===== src/rtl/mult2_seq_ctrl.sv =====
// mult2_seq_ctrl: WIDTH x WIDTH unsigned multiplier sequencer that time-shares
// one external 2x2 combinational multiplier. Operands are split into 2-bit
// digits; every digit pair (i, j) is multiplied in turn, shifted by 2*(i+j)
// and accumulated into a 2*WIDTH-bit sum. One pair is processed per cycle.
//
// Handshake: a request is accepted on a rising edge where start & ready.
// ready is high only in IDLE. done pulses for exactly one cycle when product
// becomes final. start is ignored while busy or done are high.
module mult2_seq_ctrl #(
    parameter int WIDTH = 8
) (
    input  logic                 clk,
    input  logic                 rst_n,
    input  logic                 start,
    input  logic [WIDTH-1:0]     a,
    input  logic [WIDTH-1:0]     b,
    output logic                 ready,
    output logic                 busy,
    output logic                 done,
    output logic [2*WIDTH-1:0]   product,
    output logic [1:0]           mul_x,
    output logic [1:0]           mul_y,
    input  logic [3:0]           mul_p
);

    localparam int D  = WIDTH / 2;
    localparam int IW = (D > 1) ? $clog2(D) : 1;
    localparam logic [IW-1:0] LAST_IDX = IW'(D - 1);

    typedef enum logic [1:0] {
        S_IDLE = 2'd0,
        S_RUN  = 2'd1,
        S_DONE = 2'd2
    } state_t;

    state_t               state;
    logic [WIDTH-1:0]     a_reg;
    logic [WIDTH-1:0]     b_reg;
    logic [2*WIDTH-1:0]   acc;
    logic [IW-1:0]        i_idx;
    logic [IW-1:0]        j_idx;

    logic [WIDTH-1:0]     a_shift;
    logic [WIDTH-1:0]     b_shift;
    logic [IW:0]          dig_sum;
    logic [2*WIDTH-1:0]   partial;
    logic [2*WIDTH-1:0]   acc_sum;
    logic                 last_pair;

    // Select the current digits for the shared multiplier and form the
    // shifted partial product; digits are only driven while running.
    always_comb begin
        a_shift   = a_reg >> {i_idx, 1'b0};
        b_shift   = b_reg >> {j_idx, 1'b0};
        mul_x     = 2'd0;
        mul_y     = 2'd0;
        if (state == S_RUN) begin
            mul_x = a_shift[1:0];
            mul_y = b_shift[1:0];
        end
        dig_sum   = {1'b0, i_idx} + {1'b0, j_idx};
        partial   = (2*WIDTH)'(mul_p) << {dig_sum, 1'b0};
        acc_sum   = acc + partial;
        last_pair = (i_idx == LAST_IDX) && (j_idx == LAST_IDX);
    end

    // Sequencer FSM with registered handshake outputs and result register.
    always_ff @(posedge clk or negedge rst_n) begin
        if (!rst_n) begin
            state   <= S_IDLE;
            ready   <= 1'b1;
            busy    <= 1'b0;
            done    <= 1'b0;
            product <= '0;
            acc     <= '0;
            a_reg   <= '0;
            b_reg   <= '0;
            i_idx   <= '0;
            j_idx   <= '0;
        end else begin
            case (state)
                S_IDLE: begin
                    if (start) begin
                        a_reg <= a;
                        b_reg <= b;
                        acc   <= '0;
                        i_idx <= '0;
                        j_idx <= '0;
                        ready <= 1'b0;
                        busy  <= 1'b1;
                        state <= S_RUN;
                    end
                end
                S_RUN: begin
                    acc <= acc_sum;
                    if (last_pair) begin
                        product <= acc_sum;
                        busy    <= 1'b0;
                        done    <= 1'b1;
                        state   <= S_DONE;
                    end else if (j_idx == LAST_IDX) begin
                        j_idx <= '0;
                        i_idx <= i_idx + 1'b1;
                    end else begin
                        j_idx <= j_idx + 1'b1;
                    end
                end
                S_DONE: begin
                    done  <= 1'b0;
                    ready <= 1'b1;
                    state <= S_IDLE;
                end
                default: begin
                    ready <= 1'b1;
                    busy  <= 1'b0;
                    done  <= 1'b0;
                    state <= S_IDLE;
                end
            endcase
        end
    end

endmodule

===== config.mk =====
export PLATFORM = sky130hd
export DESIGN_NAME = mult2_seq_ctrl
export DESIGN_NICKNAME = d
export VERILOG_FILES = /design/src/rtl/mult2_seq_ctrl.sv
export SDC_FILE = /design/constraint.sdc
export NUM_CORES = 1
export LEC_CHECK = 0
export CAP_MARGIN = 0
export CORE_MARGIN = 8
export CORE_UTILIZATION = 50
export DETAILED_ROUTE_END_ITERATION = 10
export PLACE_DENSITY = 0.74
export SLEW_MARGIN = 30
export SYNTH_ARGS = -nofsm -noshare
export SYNTH_HDL_FRONTEND = slang
export SYNTH_SLANG_ARGS = --single-unit

===== constraint.sdc =====
create_clock -name clk -period 4.1 [get_ports clk]
set_clock_uncertainty 0.2 [all_clocks]
set_input_delay 0.41 -clock clk [delete_from_list [all_inputs] [get_ports clk]]
set_output_delay 0.41 -clock clk [all_outputs]
set_load 0.05 [all_outputs]

; ---- Word-level counts from Yosys, hierarchy flattened
; Index checks and enable logic that the tools add are counted.
[classes]
n_addsub = 4
eq_ne = 8
shifts = 3
mux = 21
bitwise = 3
n_reduce_logical = 12
[ops]
columns = operator, count
row1 = case mux 16 bit (2 select lines), 1
row2 = two-way mux 2 bit, 9
row3 = adder 16 bit, 1
row4 = two-way mux 16 bit, 1
row5 = left shift 4 x 4 -> 16 bit, 1
row6 = >> shifter 8 x 3 -> 2 bit, 2
row7 = case mux 2 bit (2 select lines), 3
row8 = AND reduction 2 bit, 6
row9 = "equality test 2 bit, second input constant", 3
row10 = "!= test 2 bit, second input constant", 3
row11 = AND reduction 3 bit, 2
row12 = "adder 2 x 1 -> 2 bit, second input constant", 2
row13 = two-way mux 1 bit, 4
row14 = case mux 1 bit (2 select lines), 2
row15 = AND reduction 4 bit, 1
row16 = adder 2 x 2 -> 3 bit, 1
row17 = inverter 1 bit, 3
row18 = case mux 1 bit (3 select lines), 1
row19 = "equality test 2 x 1 -> 1 bit, second input constant", 1
row20 = logical NOT 2 bit, 1
row21 = "!= test 2 x 1 -> 1 bit, second input constant", 1
row22 = nonzero test 2 bit, 1
row23 = logical AND 1 bit, 1
[totals]
reg_bits = 57
out_inout_bits = 23

; ---- Logic depth before layout (Yosys ltp)
[depth]
ltp_word = 4
ltp_mapped = 15

; ---- Least setup slack after synthesis
; Ideal clock, no wire load.
[synth_timing]
path_type = register -> register
startpoint = register j_idx[0]
endpoint = register product[15]
t_arrival_ns = 3.221
slack_ns = 0.589
path_stages_with_launch = 13
period_less_slack_ns = 3.511
path_cell_list = dfrtp_1 ha_1 inv_1 fa_1 nand2_1 nor3b_1 ha_1 a211oi_2 o31ai_4 a21boi_1 o221ai_2 or3_1 o2111ai_1
[synth_between]
elab_chain_cells = 3
word_cells_on_any_way = 6
cone_classes = 2 x add/sub / 1 x eq/ne / 1 x shift / 2 x reduce/logical
[synth_lines]
columns = element, line
row1 = "start, declared", 41  ; logic [IW-1:0] j_idx;
row2 = "start signal, assigned", 105  ; j_idx <= j_idx + 1'b1;
row3 = adder 2 x 2 -> 3 bit / equality test 2 bit (equally long branches), "61, 64"
row4 = left shift 4 x 4 -> 16 bit / logical AND 1 bit (equally long branches), "62, 64"
row5 = adder 16 bit / AND reduction 2 bit (equally long branches), -
row6 = "end signal, assigned", 97  ; product <= acc_sum;
row7 = "end, declared", 20  ; output logic [2*WIDTH-1:0] product,
; Several ways; a longest one is shown, not always the timed one.
; A chain may end at the register's enable or synchronous reset.

; ---- Worst setup path after layout
[layout_timing]
startpoint = register i_idx[0]
endpoint = register product[15]
[layout_between]
elab_chain_cells = 3
word_cells_on_any_way = 6
cone_classes = 2 x add/sub / 1 x eq/ne / 1 x shift / 2 x reduce/logical
[layout_lines]
columns = element, line
row1 = "start, declared", 40  ; logic [IW-1:0] i_idx;
row2 = "start signal, assigned", 103  ; i_idx <= i_idx + 1'b1;
row3 = adder 2 x 2 -> 3 bit / equality test 2 bit (equally long branches), "61, 64"
row4 = left shift 4 x 4 -> 16 bit / logical AND 1 bit (equally long branches), "62, 64"
row5 = adder 16 bit / AND reduction 2 bit (equally long branches), -
; Several ways; a longest one is shown, not always the timed one.

==> run summary <==
Cell Area, Synth - 3170 um^2
first-pass GRT wire length - 12.3 mm
Async SR Flop Fraction - 1.00
main combinational cell family by area after synthesis - compound AO/OA/AOI/OAI gates
adder-cell share of the synthesized area - 0.0838
via count - 2434
Root Driver - clkbuf_8
Post-Syn Nets - 359
routed metal-1 wirelength - 3.34 mm
largest net degree at the start of global routing - 58
GP Congestion - 0.964
XOR/XNOR share of the synthesized area - 0.0387
final-report hold violation count - 19
CTS Buf Count - 9
FILL cells - 565
Starting Density - 0.507
Final nets - 404
share of post-route cells with drive strength above 1 - 0.101
met2 wire len - 3.18 mm
vias in the first global route - 2562
total gr overflow - 0
Peak Freq - 259 MHz
total track usage - 0.173
CTS sink cnt - 57
CP max FO - 8
YS warnings - 0
Worst-path clk slew - 70 ps
setup TNS - 0 ps
vias per std cell - 5.49
Post-Syn Instances - 316
max layer used - met4
Worst setup SP type - flop
WL/cell - 15.7 um
CP startpoint - i_idx[0]
IO Pins - 46
simple-gate area share of the yosys netlist - 0.144
Final ANT Viol Nets - 0
RR Startpoint - i_idx[0]
Seq/Total Area, Yosys - 0.451
Die W - 95.6 um
CP arrival - 3910 ps
remaining routing DRC violations - 0
Tightest Pin Transition - 704 ps
Core ar. - 6240 um^2
Final Setup Violations - 0
Netlist cell types - 50
Port Buffers - 45
critical path type - reg2reg
hold slack - -14.8 ps
Yosys reg bits - 57
DRT Pass-1 Iters - 4
slew margin rel. - 0.530
area grow syn2layout - 23.6%
H-tree levels - 3
diode count - 0
EDFF count, synth - 0
HP Class - in2async
Final HPWL DP - 5.03 mm
Tmin final - 3860 ps
WL final - 6.95 mm
Die ar. - 9130 um^2
post-CTS setup buffers - 0
Max Root-Sink Buffers - 2
initial antenna violation count - 0
Post-CTS Hold Buffers - 0
violations in the final reports - negative hold slack
status - finished, violations left
WL met3 - 282 um
worst skew pair latency - 350 ps
DRT iter0 DRCs - 151
Mean Syn Cell Area - 10.0 um^2
max_cap viols - 0
post-synthesis mux area share - 0.0953
Die Height - 95.6 um
post-route clock period utilization - 0.941
Critical Path RT - 4160 ps
post-CTS sizing - 0
Compound-Gate Fraction of Synth Area - 0.155
Worst Setup End Kind - flop
TritonCTS clock tree - yes
max-slew violations - 0
Cell Rows - 29
unrepaired setup endpoints after global routing - no
Top Registers - acc (16), product (16)
Main synth FF type - dfrtp_1
[path summary, 6_finish.rpt]
path / slack, ps / to / depth (start not counted)
setup / recovery: 240 / product[15] / 13
hold / removal: -10 / a_reg[4] / 2
setup reg to reg: 240 / product[15] / 13
hold reg to reg: 270 / product[1] / 2
max in group asynchronous: 3200 / j_idx[0] / 2
min in group clk: 270 / product[1] / 2
[cells in the final DEF (no fill, tap or decap), types with 2 or more instances in the layout]
| master | instances |
|---|---|
| nor2_1 | 18 |
| nor2b_1 | 5 |
| o22ai_1 | 10 |
| clkdlybuf4s50_1 | 44 |
| dfrtp_1 | 54 |
| mux2_1 | 16 |
| buf_4 | 4 |
| o21ai_0 | 5 |
| nand3_1 | 3 |
| nand4_1 | 5 |
| a22oi_1 | 2 |
| clkinvlp_4 | 2 |
| a32o_1 | 2 |
| nand2_1 | 53 |
| nor3b_1 | 2 |
| bufinv_16 | 2 |
| mux4_2 | 4 |
| ha_1 | 18 |
| dfrtp_2 | 2 |
| inv_1 | 8 |
| nand2b_1 | 2 |
| xnor2_1 | 10 |
| clkbuf_8 | 10 |
| xor2_1 | 4 |
| and2_1 | 6 |
| o21ai_1 | 22 |
| o21bai_1 | 2 |
| o31ai_1 | 2 |
| mux2i_1 | 2 |
| a21oi_1 | 17 |
| fa_1 | 2 |
[per-layer routing]
metal  GRT usage  vias up
met5           0        -
met3      0.0362       11
met2       0.266       59
met4      0.0922        0
met1       0.223     1155
li1            -     1209
[final cells by class]
| cell class | instances | area, um^2 | area share |
|---|---|---|---|
| Multi-Input combinational cell | 235 | 1650 | 0.423 |
| Clock buffer | 11 | 141 | 0.0361 |
| Sequential cell | 57 | 1430 | 0.366 |
| Tap cell | 77 | 96.3 | 0.0246 |
| Clock inverter | 5 | 80.1 | 0.0205 |
| Timing Repair Buffer | 49 | 475 | 0.122 |
| Inverter | 9 | 33.8 | 0.00864 |
[Yosys cell counts (2+ instances only)]
cell | n | area (um^2)
nand4_1 | 5 | 31.3
o21ai_0 | 5 | 25.0
clkbuf_1 | 10 | 37.5
buf_2 | 2 | 10.0
o22ai_1 | 10 | 62.6
fa_1 | 2 | 40.0
nor3b_1 | 3 | 22.5
mux2i_1 | 2 | 20.0
nand2b_1 | 3 | 18.8
ha_1 | 18 | 225
o31ai_1 | 2 | 15.0
nor2b_1 | 6 | 37.5
o21bai_1 | 2 | 15.0
nand2_1 | 53 | 199
mux2_1 | 16 | 180
mux4_2 | 4 | 90.1
nand3_1 | 3 | 15.0
a21oi_1 | 17 | 85.1
xor2_1 | 4 | 35.0
a31oi_1 | 2 | 12.5
and2_1 | 6 | 37.5
xnor2_1 | 10 | 87.6
o21ai_1 | 22 | 110
nor2_1 | 18 | 67.6
inv_1 | 8 | 30.0
a32o_1 | 2 | 20.0
a22oi_1 | 2 | 15.0
dfrtp_1 | 56 | 1400
buf_1 | 2 | 7.51
[through the flow]
step	std cells	utilization	setup slack, ps	cell area, um^2	hold slack (ps)
after floorplan	316	-	589	3170	-85.6
after global placement	427	0.589	202	3670	257
after detailed placement	427	0.589	121	3680	262
after CTS	443	0.624	98.6	3900	15.5
after global routing	443	0.627	37.2	3910	62.7
final	443	0.627	243	3910	-14.8
[kinds of logic after synthesis]
family / count (synthesis)
DFF: 57
muxes: 23
xor gates and xnor gates: 14
and+or+nand+nor: 101
AOI/OAI and AO/OA: 77
buffers and inverters: 24
adders and majority gates: 20
[critical path: stages, from the launching register on]
cell	delay, ps
dfrtp_2	450
ha_1	220
inv_1	70
fa_1	530
and2_1	230
a22oi_1	230
nor2b_1	80
ha_1	320
a21oi_1	290
o31ai_4	170
a21boi_1	270
o221ai_2	220
or3_1	380
o2111ai_1	90
Power is not shown: default switching activity piles up to over one toggle a cycle in this logic, so the estimate is an artifact.
